--- config.mk ---
export PLATFORM = sky130hd
export DESIGN_NAME = dmux_stream_1n
export DESIGN_NICKNAME = d
export VERILOG_FILES = /design/src/rtl/dmux_stream_1n.sv
export SDC_FILE = /design/constraint.sdc
export NUM_CORES = 1
export LEC_CHECK = 0
export ABC_AREA = 1
export BUFFER_PORTS_ARGS = -buffer_cell sky130_fd_sc_hd__buf_2
export CORE_MARGIN = 2
export CORE_UTILIZATION = 52
export DETAILED_ROUTE_END_ITERATION = 16
export PLACE_DENSITY = 0.83
export SYNTH_ARGS = -nofsm -noshare
export SYNTH_HDL_FRONTEND = slang
export SYNTH_SLANG_ARGS = --single-unit
export TNS_END_PERCENT = 30
--- constraint.sdc ---
create_clock -name iclk -period 2 [get_ports iclk]
set_clock_uncertainty 0.05 [all_clocks]
set_input_delay 0.3 -clock iclk [delete_from_list [all_inputs] [get_ports iclk]]
set_output_delay 0.3 -clock iclk [all_outputs]
set_load 0.05 [all_outputs]
--- src/rtl/dmux_stream_1n.sv ---
// dmux_stream_1n: registered 1-to-NCH valid/ready stream demultiplexer.
// Each input word goes either to one selected channel (unicast) or to every
// channel (broadcast). Every channel has a one-entry output register, which
// gives one cycle of latency and full throughput under back-pressure.
// Unicast words addressed past the last channel are dropped and counted in
// a saturating counter.
module dmux_stream_1n #(
    parameter int DW  = 8,
    parameter int NCH = 4,
    parameter int CW  = 8,
    localparam int SW = $clog2(NCH)
) (
    input  logic              iclk,
    input  logic              irst_n,
    input  logic              ivalid,
    output logic              oready,
    input  logic [DW-1:0]     idata,
    input  logic [SW-1:0]     isel,
    input  logic              ibcast,
    output logic [NCH-1:0]    ovalid,
    output logic [NCH*DW-1:0] odata,
    input  logic [NCH-1:0]    iready,
    output logic [CW-1:0]     odrop_cnt
);

    localparam int unsigned NCHU = NCH;

    logic [NCH-1:0]    vld_q;
    logic [NCH*DW-1:0] data_q;
    logic [CW-1:0]     drop_q;

    logic [NCH-1:0]    free;
    logic [NCH-1:0]    sel_hit;
    logic [NCH-1:0]    load;
    logic              sel_ok;
    logic              xfer;
    logic              drop;

    // Acceptance decision: which channels take the word, or whether it is dropped.
    always_comb begin
        free    = ~vld_q | iready;
        sel_hit = '0;
        for (int unsigned k = 0; k < NCHU; k++) begin
            sel_hit[k] = (32'(isel) == k);
        end
        // Only reachable when NCH is not a power of two.
        sel_ok = (32'(isel) < NCHU);

        if (ibcast) begin
            oready = &free;
        end else if (sel_ok) begin
            oready = |(free & sel_hit);
        end else begin
            oready = 1'b1;
        end

        xfer = ivalid & oready;
        if (ibcast) begin
            load = {NCH{xfer}};
        end else begin
            load = sel_hit & {NCH{xfer}};
        end
        drop = xfer & ~ibcast & ~sel_ok;
    end

    // Per-channel output register: a refill wins over a drain, so a channel
    // that is read and written in the same cycle stays valid with no bubble.
    always_ff @(posedge iclk or negedge irst_n) begin
        if (!irst_n) begin
            vld_q  <= '0;
            data_q <= '0;
        end else begin
            for (int unsigned k = 0; k < NCHU; k++) begin
                if (load[k]) begin
                    vld_q[k]             <= 1'b1;
                    data_q[k*DW +: DW]   <= idata;
                end else if (vld_q[k] && iready[k]) begin
                    vld_q[k]             <= 1'b0;
                    data_q[k*DW +: DW]   <= '0;
                end
            end
        end
    end

    // Saturating count of unicast words addressed to a non-existent channel.
    always_ff @(posedge iclk or negedge irst_n) begin
        if (!irst_n) begin
            drop_q <= '0;
        end else if (drop && (drop_q != '1)) begin
            drop_q <= drop_q + 1'b1;
        end
    end

    assign ovalid    = vld_q;
    assign odata     = data_q;
    assign odrop_cnt = drop_q;

endmodule

==> summary.md <==
| Metric | Value |
|---|---|
| Cell Area, Synth | about 1700 sq um |
| Htree depth | 2 |
| Port bufs | 54 |
| Max-cap violations | 0 |
| N_diodes | 0 |
| Worst Tran Pin Value | around 0.76 ns |
| Drt total wl | 3952 microns |
| Worst vdd ir | ~650 uV |
| Simple-Gate Fraction of Synth Area | 0.3745 |
| Most Frequent Cell on Critical Path | nand2_1 |
| Commonest cells after routing, fill and taps aside | buf_2 (53), nand2_1 (49), nand3_1 (36), dfrtp_1 (36), nand4_1 (32) |
| Status | complete, no violations |
| Row cnt | 20 |
| DRC | 0 |
| CP startpoint kind | flip-flop |
| Sequential element share of the synthesized area | 0.5255 |
| Vias | 1,535 |
| Min Tclk post-route | around 1.9 ns |
| Tcrit/Tclk final | 0.9405 |
| Worst-Skew Late Latency | approximately 0.34 ns |
| Routed wire length per instance | 13.72 microns |
| Slowest cell on the critical path | dfrtp_1 |
| Starting density of the core | 0.5524 |
| Clock transition at the registers of the reported paths | ~0.09 ns |
| Critical path's top delay family | simple AND/OR/NAND/NOR gates |
| Die ar. | between 3000 and 4000 sq um |
| CTS Buf Count | 5 |
| Post-synthesis mux area share | 0 |
| Power density over the cells | between 1000 and 1500 nW/um^2 |
| Post-DP Area | 1971 sq um |
| Peak fanout along the critical path | 3 |
| Routability Congestion | between 0.8 and 0.9 |
| DRT Pass-1 Iters | 4 |
| Antenna Violating Nets Remaining | 0 |
| WS Path Type | reg -> out |
| Die Span Y | between 60 and 70 microns |
| Design area | 2042 sq um |
| Initial DRC Count | 62 |
| Hpwl dp | ~2800 microns |
| CP Data Arrival Time | approximately 1.5 ns |
| GR Overflow Total | 0 |
| CTS tree | done |
| Filler instances | between 300 and 400 |
| Post-Syn Instances | 188 |
| Peak per-stage delay on the critical path | ~0.40 ns |
| Compound-Gate Fraction of Synth Area | 0.01606 |
| Combinational Power Share | 0.463 |
| Clk pwr share | 0.136 |
| Switching share of power | 0.4877 |
| Setup violations, final | 0 |
| Clk buf depth | 2 |
| HP Class | in -> reg |
| Clock root buffer | clkbuf_4 |
| Worst path cell trace | nand2_1 > nand2_1 > o21ai_1 > nand2_2 > nand2_8 > buf_4 |
| Post-Synth XOR/XNOR Area | 0 |
| Commonest non-fill, non-tap cell in the layout | buf_2 |
| Slew HR | 0.4904 |
| P_leak | about 1.2 nW |
| Area Overhead vs Synth | 19.12% |
| Cell variety after synth | 18 |
| RSZ-0062 raised after global routing | no |
| Required time of the critical path | approximately 1.7 ns |
| Post-Synth Adder-Cell Area | 0 |
| Global-route wire length before repair | around 6200 microns |
| Net switching power | 0.001161 W |
| Net total in the final layout | 264 |
| Initial antenna violation count | 0 |
| Bufs and invs on worst path | 1 |
| All-Layer GR Usage | 0.2353 |
| Clk sinks | 36 |
| Yosys reg bits | 36 |
| Core box area | between 3000 and 4000 sq um |
| Ratio of cells with drive above 1 in the final layout | 0.2992 |
| Sum Neg Setup Slack | 0 ns |
| Largest family of logic cells by synthesized area | simple AND/OR/NAND/NOR gates |
| FMAX | roughly 530 MHz |
| Drt via density | roughly 5.3 |
| Avg Inst Size Synth | 9.118 sq um |
| Pins Over Slew Limit | 0 |
| Reg power frac | 0.402 |
| Number of global-route vias before repair | around 1,300 |
| Largest net degree at the start of global routing | 37 |
| Critical Path Sink Type | output pin |
| Yosys warnings | 0 |
| Final Hold Vio Count | 0 |
| Cell internal pwr | ~0.0012 W |
| DIE WIDTH | about 61 microns |
| Ports | 63 |
## sequential cells by signal, summed over array words and instances (netlist names)
name,cells
odata,32
ovalid,4
## power by group through the flow
| stage | Combinational [W] | Sequential, W | Clock [W] |
|---|---|---|---|
| finish | 0.00110 | 0.000957 | 0.000323 |
| global route | 0.00117 | 0.000973 | 0.000382 |
| CTS | 0.00111 | 0.000955 | 0.000340 |
| detailed placement | 0.00108 | 0.000971 | 0 |
| global placement | 0.00107 | 0.000965 | 0 |
| floorplan | 0.000316 | 0.00151 | 0 |
## logic make-up (layout without fill, tap and decap cells)
logic type      count (synthesis)  count (layout)
compound gates                  4               4
buf+inv                        23              71
flops                          36              36
other cells                     1               8
simple gates                  124             125
## layer usage
layer | track usage | wire, microns | up-vias | part of all wire
met1 | 0.3019 | 1824 | 704 | 0.46
met4 | 0.1489 | 129 | 0 | 0.033
li1 | - | - | 766 | -
met3 | 0.06933 | 230 | 11 | 0.058
met5 | 0 | 0 | - | 0
met2 | 0.3495 | 1768 | 54 | 0.45
## worst paths after layout
path | start | to | slack (ns) | cells after the start
max | ovalid[3]$_DFFE_PN0P_ | oready | 0.12 | 6
min | iready[2] | ovalid[2]$_DFFE_PN0P_ | 0.19 | 4
max reg2reg | ovalid[3]$_DFFE_PN0P_ | odata[23]$_DFFE_PN0P_ | 0.19 | 9
min reg2reg | odata[22]$_DFFE_PN0P_ | odata[22]$_DFFE_PN0P_ | 0.45 | 2
max in group asynchronous | irst_n | odata[19]$_DFFE_PN0P_ | 0.90 | 2
min in group asynchronous | irst_n | odata[29]$_DFFE_PN0P_ | 0.51 | 2
## per-stage QoR
| step | total power, W | util | hold slack, ns | worst slack, ns | std cells |
|---|---|---|---|---|---|
| 2_1_floorplan | 0.001822 | - | -0.04559 | 0.3029 | 195 |
| 3_3_place_gp | 0.002038 | 0.6351 | 0.3615 | 0.2918 | 280 |
| 3_5_place_dp | 0.002052 | 0.6351 | 0.3672 | 0.2763 | 280 |
| 4_1_cts | 0.002401 | 0.6573 | 0.1834 | 0.07121 | 288 |
| 5_1_grt | 0.002524 | 0.6581 | 0.1881 | 0.006177 | 288 |
| 6_report | 0.002381 | 0.6581 | 0.1947 | 0.1191 | 288 |
## synth_stat cells, drive strengths merged
cell type,instances,share of area
nand2,52,0.12
nand3,40,0.13
dfrtp,36,0.53
nand4,32,0.12
buf,12,0.058
inv,7,0.015
o21ai,4,0.016
clkbuf,3,0.0066
clkinv,1,0.0022
conb,1,0.0022
## tightest hold or removal path, cell delays in order
cell,delay [ns]
buf_2,0.09
inv_1,0.03
nand2_1,0.08
nand2_1,0.05
## repair_timing
action | CTS | global route
resized for setup | 1 | 1
pin swaps | 1 | 0
setup buffers | 1 | 0
endpoints found under the setup margin | 1 | 1
hold endpoints to repair | 36 | 0
hold buffers | 1 | 0
cloned | 1 | 0
## cell type report
type,instances,area [sq um],area share
Tap cell,44,55.05,0.02696
Sequential cell,36,900.9,0.4412
Clock buffer,5,37.54,0.01838
Multi-Input combinational cell,137,713.2,0.3493
Inverter,8,30.03,0.01471
Timing Repair Buffer,58,305.3,0.1495
Note: power is estimated with default switching activity, not from simulation.
